$ cat src/rtl/fifo_packer.sv
// fifo_packer: pops narrow words from a first-word-fall-through FIFO and packs 2^RATIO_LOG of them per wide valid/ready beat.
// Define PACKER_FLUSH_EN to add the FLUSH input, which emits a partially filled beat.
module fifo_packer #(
    parameter int DATA_W    = 32,
    parameter int RATIO_LOG = 2
) (
    input  logic                           CLK,
    input  logic                           RST_X,
    input  logic                           FIFO_EMP,
    input  logic [DATA_W-1:0]              FIFO_DOT,
    output logic                           FIFO_DEQ,
    output logic [(DATA_W<<RATIO_LOG)-1:0] OUT_DATA,
    output logic [RATIO_LOG:0]             OUT_CNT,
    output logic                           OUT_VALID,
    input  logic                           OUT_READY
`ifdef PACKER_FLUSH_EN
    ,
    input  logic                           FLUSH
`endif
);

    localparam int RATIO = 1 << RATIO_LOG;
    localparam int OUT_W = DATA_W * RATIO;
    localparam int CNT_W = RATIO_LOG + 1;
    localparam int IDX_W = (RATIO_LOG > 0) ? RATIO_LOG : 1;
    localparam int LANES = (RATIO > 1) ? RATIO - 1 : 1;

    logic [IDX_W-1:0]  idx;
    logic [DATA_W-1:0] acc [LANES];

    logic              slot_free;
    logic              at_last;
    logic              deq;
    logic              complete;
    logic              fire;
    logic [OUT_W-1:0]  beat;
    logic [CNT_W-1:0]  beat_cnt;

    // The last lane goes straight into the output register, so only the
    // final pop of a beat has to wait for the output slot.
    always_comb begin
        slot_free = ~OUT_VALID | OUT_READY;
        at_last   = (idx == IDX_W'(RATIO - 1));
        deq       = RST_X & ~FIFO_EMP & (~at_last | slot_free);
        complete  = deq & at_last;
    end

    assign FIFO_DEQ = deq;

`ifdef PACKER_FLUSH_EN
    logic flush_pend;
    logic flush_fire;

    // A flush never produces an empty beat: it waits for at least one word.
    assign flush_fire = (flush_pend | FLUSH) & slot_free & ((idx != '0) | deq);
    assign fire       = complete | flush_fire;

    always_ff @(posedge CLK or negedge RST_X) begin
        if (!RST_X) begin
            flush_pend <= 1'b0;
        end else if (fire) begin
            flush_pend <= 1'b0;
        end else if (FLUSH) begin
            flush_pend <= 1'b1;
        end
    end
`else
    assign fire = complete;
`endif

    // NOTE: every variable gets a default before any conditional write so no latch is inferred.
    always_comb begin
        beat = '0;
        for (int i = 0; i < RATIO - 1; i++) begin
            if (i < int'(idx)) begin
                beat[i*DATA_W +: DATA_W] = acc[i];
            end
        end
        if (deq) begin
            beat[int'(idx)*DATA_W +: DATA_W] = FIFO_DOT;
        end
        beat_cnt = CNT_W'(idx) + CNT_W'(deq);
    end

    // NOTE: the accumulator is a handful of flops, not a RAM, so it is reset like the rest of the state.
    always_ff @(posedge CLK or negedge RST_X) begin
        if (!RST_X) begin
            idx       <= '0;
            OUT_VALID <= 1'b0;
            OUT_DATA  <= '0;
            OUT_CNT   <= '0;
            for (int i = 0; i < LANES; i++) begin
                acc[i] <= '0;
            end
        end else begin
            if (fire) begin
                OUT_DATA  <= beat;
                OUT_CNT   <= beat_cnt;
                OUT_VALID <= 1'b1;
                idx       <= '0;
            end else begin
                if (OUT_READY) begin
                    OUT_VALID <= 1'b0;
                end
                if (deq) begin
                    idx <= idx + IDX_W'(1);
                end
            end
            for (int i = 0; i < LANES; i++) begin
                if (deq && !fire && (idx == IDX_W'(i))) begin
                    acc[i] <= FIFO_DOT;
                end
            end
        end
    end

`ifndef SYNTHESIS
    a_no_deq_on_empty: assert property (@(posedge CLK) disable iff (!RST_X)
        FIFO_EMP |-> !FIFO_DEQ);

    a_hold_under_backpressure: assert property (@(posedge CLK) disable iff (!RST_X)
        (OUT_VALID && !OUT_READY) |=> (OUT_VALID && $stable(OUT_DATA) && $stable(OUT_CNT)));

    a_no_empty_beat: assert property (@(posedge CLK) disable iff (!RST_X)
        OUT_VALID |-> (OUT_CNT != '0));

`ifndef PACKER_FLUSH_EN
    a_full_beats_only: assert property (@(posedge CLK) disable iff (!RST_X)
        OUT_VALID |-> (OUT_CNT == CNT_W'(RATIO)));
`endif
`endif

endmodule

$ cat config.mk
export PLATFORM = sky130hd
export DESIGN_NAME = fifo_packer
export DESIGN_NICKNAME = d
export VERILOG_FILES = /design/src/rtl/fifo_packer.sv
export SDC_FILE = /design/constraint.sdc
export NUM_CORES = 1
export LEC_CHECK = 0
export CAP_MARGIN = 15
export CORE_ASPECT_RATIO = 1.75
export CORE_MARGIN = 3
export CORE_UTILIZATION = 55
export CTS_CLUSTER_DIAMETER = 120
export DETAILED_ROUTE_END_ITERATION = 16
export PLACE_DENSITY = 0.86
export SETUP_SLACK_MARGIN = 0.15
export SLEW_MARGIN = 20
export SYNTH_ARGS = -nofsm -noshare
export SYNTH_HDL_FRONTEND = slang
export SYNTH_SLANG_ARGS = --single-unit
$ cat constraint.sdc
create_clock -name CLK -period 7.4 [get_ports CLK]
set_clock_uncertainty 0.15 [all_clocks]
set_input_delay 1.11 -clock CLK [delete_from_list [all_inputs] [get_ports CLK]]
set_output_delay 1.11 -clock CLK [all_outputs]
set_load 0.03 [all_outputs]
Word-level counts from Yosys, hierarchy flattened

Cells that the tools add are included.

Flip-flop bits (word level): 230
Latch bits: 0
Bits in writable memories: 0
Bits in read-only memories: 0
Input port bits: 36
Output and inout port bits: 133
Logic and storage cells: 43
Memories: 0

$add $sub $neg: 3
$mul: 0
Divide/modulo/power cells: 0
Order comparisons: 3
Eq/ne operators: 3
Shifts and indexed selects: 2
Multiplexer cells: 9
Bitwise operators: 8
Reductions and logical operators: 8

Operators by type and width:

| kind                                                                      | count |
|---|---|
| 128-bit bitwise mux                                                       | 1 |
| 128-bit two-way mux                                                       | 1 |
| 32-bit by 33-bit variable shift with 128-bit output, first input constant | 1 |
| 32-bit by 33-bit indexed part select with 128-bit output                  | 1 |
| 32-bit two-way mux                                                        | 3 |
| 7-bit negation with 33-bit output                                         | 1 |
| 2-bit equality test, second input constant                                | 2 |
| 1-bit logical AND                                                         | 4 |
| 1-bit by 2-bit < comparator with 1-bit output, first input constant       | 2 |
| 2-bit two-way mux                                                         | 2 |
| 2-bit nonzero test                                                        | 2 |
| 2-bit by 1-bit adder with 3-bit output                                    | 1 |
| 1-bit AND                                                                 | 3 |
| 1-bit NOT                                                                 | 3 |
| 2-bit by 1-bit adder with 2-bit output, second input constant             | 1 |
| 2-bit by 1-bit equality test with 1-bit output, second input constant     | 1 |
| 2-bit logical NOT                                                         | 1 |
| 2-bit < comparator, first input constant                                  | 1 |
| 1-bit two-way mux                                                         | 2 |
| 1-bit bitwise OR                                                          | 2 |
| 1-bit logical NOT                                                         | 1 |

Depth between registers and ports, before layout

Gate-level depths: netlist of run 1.

Word-level depth: 8
Gate-level depth with buffers: 9
Gate-level depth less buffers: 6

Worst setup path before layout of run 1

No wires, ideal clock.

Kind: input -> output
Start point: input port OUT_READY
End point: output port FIFO_DEQ
Arrival time: 2.280 ns
Setup slack: 3.860 ns
Stages: 3
Path buffers: 1
Cells stage by stage: and3b_1 > clkbuf_1 > nor3b_1

Longest elaborated chain between the ends: 3

Ends and longest elaborated chain:

| element          | line | RTL |
|---|---|---|
| from (decl)      | 15   | `input logic OUT_READY` |
| 1-bit bitwise OR | 42   | `slot_free = ~OUT_VALID \| OUT_READY;` |
| 1-bit bitwise OR | 44   | `deq = RST_X & ~FIFO_EMP & (~at_last \| slot_free);` |
| 1-bit AND        | 44   |  |
| to (decl)        | 11   | `output logic FIFO_DEQ,` |

No other way between the ends.

Worst setup path in the final report of run 1

Same ends and word-level chain as after synthesis.

==> out/metrics.cfg, run 1 <==
[setup_path]
startpoint_type=input port
setup.worst_path.end_class=primary output
critPathArrivalTime_ns=3.24
required_ns=6.14
worstPathMaxFanout=33
crit_type=in2out
rr_worst_depth=6

[run]
drv_cap=0

[cts]
tritoncts=built
cts_buffer_depth=3
path_clk_slew_ns=0.06
cts-root-buf=clkbuf_16
clk_latency_ns=0.50
cts_htree_levels=1
cts_resized=0
cts.sink_count=230
cts-buffers-inserted=21
hold_buffers=0
postCtsSetupBuffers=0

[route]
wl_met2_microns=14500
wl_per_cell_microns=22.53
drc=0
postRouteAntennaNets=0
vias_per_cell=6.470
postRouteWirelength_microns=27750
wirelength_met1_microns=10310
dr.pass1.iters=4
met3_length_microns=1534
drt_iter0_markers=574
maxUsedRoutingLayer=met4
route.vias.total=7971

[cells_and_area]
final_common_cell=dfrtp_1
final_cell_mix=230 x dfrtp_1, 167 x clkdlybuf4s50_1, 160 x a21oi_1, 90 x mux2_2, 64 x nand4_1
multi_input_area_sq_um=3815
fin_cells=1232
final-seq-area_sq_um=5756
area_delta_synth_final_pct=24.37
fillerInstances=1221
antenna_cells=0
layout.nets=1033
fin_util_pct=70.72
layout-drive-gt1-share_pct=15.38

[floorplan]
coreArea_sq_um=17700
die_w_microns=108.2
start_util_pct=56.86
ios=169
die_h_microns=184.9
die_area_sq_um=20020
rows=64

[global_routing]
antenna_found_initial=0
grt_use_total_pct=27.53
grt_pass1_vias=8186
overflow=0
grt_max_degree=99
grt_pass1_wl_microns=43930

[placement]
finalWeightedCongestion=0.7938
dp_hpwl_microns=17150
numPlacedInstances=1195
portBuffers=168

[sta]
slew_violations=0
holdWs_ns=0.3359
setup_viol=0
final.min_clock_period_ns=4.495
fmax_ghz=0.2224
finalSetupTns_ns=0
fin_crit_sh_pct=60.75
hold_viol_final=0
max_slew_margin_pct=23.64
tightest_slew_ns=1.145
grt_setup_unrepaired=false

[min_path]
hp-class=reg2reg
hold_depth=1

[yosys]
async_flop_share_pct=100.0
netlist_area_sq_um=10060
ys_seq_elements=230
synth_top_area_share_pct=57.20
yosysUniqueCellTypes=30
synthFlopType=dfrtp_1
syn_nets=928
postSynthCellCount=882
synth_top_area_cell=dfrtp_1
synth.area.top_cells=dfrtp_1 57%, mux2_2 10%, a21oi_1 8.0%, nand4_1 4.0%, a32oi_1 2.8%
yosysSeqAreaShare_pct=57.20
ys_warn_count=0
synth-edff-count=0
syn_area_per_cell_sq_um=11.41

[pwr]
vdd_drop_max_mv=0.2884
power.total_mw=6.105
powerDensity_nw_per_um2=487.8
leakage_nw=4.994

[run_status]
status=finished clean

## registers in the layout, indices dropped and copies added (netlist names)
signal and cells:
OUT_CNT 3, acc 96, idx 2, OUT_VALID 1
OUT_DATA 128
## routing by layer
layer	vias up	GRT usage, %
met5	-	0
met4	0	13.40
met3	83	3.279
met2	324	48.65
met1	4055	33.09
li1	3509	-
## kinds of logic after synthesis
group	share of synthesized area [%]
compound gates	19.20
fa+ha+maj	1.243
buf+inv	5.620
flops	57.20
mux	11.08
simple gates	5.658
## final cells by class
cell class / count / area share (%)
Clock buffer: 32 / 5.249
Clock inverter: 5 / 0.6299
Tap cell: 231 / 2.310
Timing Repair Buffer: 182 / 14.32
Sequential cell: 230 / 45.99
Multi-Input combinational cell: 518 / 30.48
Inverter: 34 / 1.020
## synth_stat cells, drive strengths merged, types with 2 or more instances
| master | number |
|---|---|
| dfrtp | 230 |
| a21oi | 160 |
| mux2 | 99 |
| clkbuf | 73 |
| nand4 | 64 |
| o21ai | 34 |
| inv | 33 |
| a22oi | 32 |
| a31oi | 32 |
| a32oi | 32 |
| o211ai | 32 |
| buf | 27 |
| ha | 10 |
| and2 | 4 |
| and3b | 4 |
| nand2 | 4 |
| nor4bb | 3 |
| nand3b | 2 |
| nor3b | 2 |
## power by group
group | switching (mW) | internal [mW]
clock | 0.460 | 0.681
combinational | 1.57 | 1.14
sequential | 0.373 | 1.88
## metrics by stage
stage	worst slack, ns	instance area [sq um]
floorplan	3.860	10060
finish	2.905	12510
detailed placement	2.918	11780
global route	2.798	12510
CTS	2.900	12510
global placement	2.956	11780
## worst paths after layout
check,startpoint,to,slack [ns]
max in group asynchronous,RST_X,OUT_DATA[48],4.45
setup reg to reg,idx[0],OUT_DATA[91],3.68
setup / recovery,OUT_READY,FIFO_DEQ,2.90
hold / removal,acc[18],acc[18],0.34
min in group asynchronous,RST_X,OUT_DATA[123],0.46
hold reg to reg,acc[18],acc[18],0.34
## critical path, cell delays in order
cell and delay [ns]:
clkdlybuf4s50_1 0.49, and3b_1 0.19, buf_4 0.25, nor3b_1 0.42
clkdlybuf4s50_1 0.77
No activity file was read; power rests on OpenSTA's default activity.
==> inputs of run 2 (changes only) <==
--- a/config.mk
+++ b/config.mk
@@ -8,10 +8,10 @@
 export CAP_MARGIN = 15
 export CORE_ASPECT_RATIO = 1.75
 export CORE_MARGIN = 3
-export CORE_UTILIZATION = 55
+export CORE_UTILIZATION = 53
 export CTS_CLUSTER_DIAMETER = 120
 export DETAILED_ROUTE_END_ITERATION = 16
-export PLACE_DENSITY = 0.86
+export PLACE_DENSITY = 0.84
 export SETUP_SLACK_MARGIN = 0.15
 export SLEW_MARGIN = 20
 export SYNTH_ARGS = -nofsm -noshare
==> constraint.sdc (replaced) <==
create_clock -name CLK -period 4.7 [get_ports CLK]
set_clock_uncertainty 0.15 [all_clocks]
set_input_delay 0.705 -clock CLK [delete_from_list [all_inputs] [get_ports CLK]]
set_output_delay 0.705 -clock CLK [all_outputs]
set_load 0.03 [all_outputs]
==> run 2 against run 1 <==
  * Sequential power increased by 57%
  * Global-route usage decreased by 0.36 points
  * Final cell count increased by 0.97%
  * Clock power increased by 54%
  * Count of clock-buffer cells in the layout decreased by 3
  * Worst hold slack improved by 0.0037 ns
  * Non-clock buffer count increased by 6
  * Core utilization decreased by 3.0 points
  * Routed wire length increased by 1.5%
  * Critical path type unchanged
  * Largest cell class unchanged
==> out/metrics.cfg, run 2 (synthesis results as in run 1) <==
[run_status]
status=finished clean

[route]
route.vias.total=8033
drt_iter0_markers=568
dr.pass1.iters=5
drc=0
wl_per_cell_microns=22.64
postRouteAntennaNets=0
postRouteWirelength_microns=28170
vias_per_cell=6.457

[placement]
portBuffers=168
dp_hpwl_microns=17480
place_ws_ns=1.278
dpl_cell_area_sq_um=11860
finalWeightedCongestion=0.7940

[cells_and_area]
final_common_cell=dfrtp_1
fillerInstances=1383
largest_register=OUT_DATA
antenna_cells=0
reg_top3=OUT_DATA (128), acc (96), OUT_CNT (3)
final_cell_area_sq_um=12580
layout.nets=1039
layout-drive-gt1-share_pct=15.90
largest_reg_flops=128
fin_util_pct=67.72
area_delta_synth_final_pct=25.04
final_cell_mix=230 x dfrtp_1, 167 x clkdlybuf4s50_1, 160 x a21oi_1, 90 x mux2_2, 64 x nand4_1

[setup_path]
critPathArrivalTime_ns=2.90
path_buf_inv=3
crit_type=in2out
crit_path_top_delay_cell=clkdlybuf4s50_1
worstPathMaxFanout=55
required_ns=3.85
setup.worst_path.end_class=primary output
cp_cell_sequence=dlygate4sd3_1, buf_8, nor3b_1, clkdlybuf4s50_1
cpPeakStageDelay_ns=0.76
startpoint_type=input port
crit_family=buffers and inverters

[floorplan]
die_area_sq_um=20740
die_h_microns=188.3
start_util_pct=54.15
rows=66
die_w_microns=110.2
ios=169
coreArea_sq_um=18580

[cts]
tritoncts=built
cts_buffer_depth=3
cts.sink_count=230
clk_latency_ns=0.49
cts_resized=0
postCtsSetupBuffers=0
cts-root-buf=clkbuf_16
cts-buffers-inserted=21
path_clk_slew_ns=0.06
hold_buffers=1
cts_htree_levels=1

[global_routing]
grt_pass1_vias=8220
grt_pass1_wl_microns=44680
antenna_found_initial=0
grt_use_total_pct=27.17
overflow=0
grt_max_degree=74

[pwr]
leakage_nw=5.019
vdd_drop_max_mv=0.4957
powerDensity_nw_per_um2=763.4

[sta]
max_slew_margin_pct=36.01
hold_viol_final=0
final.min_clock_period_ns=3.754
finalSetupTns_ns=0
tightest_slew_ns=0.9584
slew_violations=0
fin_crit_sh_pct=79.88
setup_slack_ns=0.9457
setup_viol=0
fmax_ghz=0.2664
grt_setup_unrepaired=false

[min_path]
hp-class=reg2reg

[run]
drv_cap=0

-- run 2: cell count changes in the layout (fill, tap and decap cells not counted), sizes merged --
cell         delta
buf             +5
clkbuf          -3
clkinv          +1
clkinvlp        +1
dlygate4sd3     +1
-- run 2: area by class of cell --
cell class	instances	area (sq um)	share of cell area (%)
clock inverter	7	87.58	0.6961
tap	238	297.8	2.367
inverter	34	127.6	1.014
multi-input combinational	518	3811	30.29
timing repair buffer	188	1877	14.92
sequential	230	5756	45.74
clock buffer	29	625.6	4.972
-- run 2: power by group --
part | leakage (nW) | switching [mW] | internal [mW]
Sequential | 2.81 | 0.583 | 2.96
Clock | 0.354 | 0.723 | 1.04
Combinational | 1.86 | 2.49 | 1.81
Total | 5.02 | 3.80 | 5.81
-- run 2: layer usage --
| layer | routed length [microns] | vias to the layer above | GRT usage [%] |
|---|---|---|---|
| met4 | 1453 | 0 | 13.70 |
| li1 | - | 3518 | - |
| met2 | 14880 | 356 | 46.16 |
| met1 | 10200 | 4070 | 33.62 |
| met5 | 0 | - | 0 |
| met3 | 1630 | 89 | 3.188 |
-- run 2: worst paths after layout --
check                               end     from  slack [ns]  depth (start not counted)
min reg2reg                     acc[18]  acc[18]        0.34                          1
max in group asynchronous       acc[69]    RST_X        1.95                          4
min                             acc[18]  acc[18]        0.34                          1
max reg2reg                OUT_DATA[19]   idx[0]        1.47                          6
min in group asynchronous  OUT_DATA[13]    RST_X        0.57                          2
max                            FIFO_DEQ    RST_X        0.95                          4
-- run 2: metrics by stage --
stage / hold slack [ns] / cells / power [mW]
after floorplan: 0.2594 / 882 / 6.010
after global placement: 0.3174 / 1207 / 7.681
after detailed placement: 0.3256 / 1207 / 7.853
after CTS: 0.3403 / 1244 / 9.638
after global routing: 0.3654 / 1244 / 10.08
final: 0.3395 / 1244 / 9.605
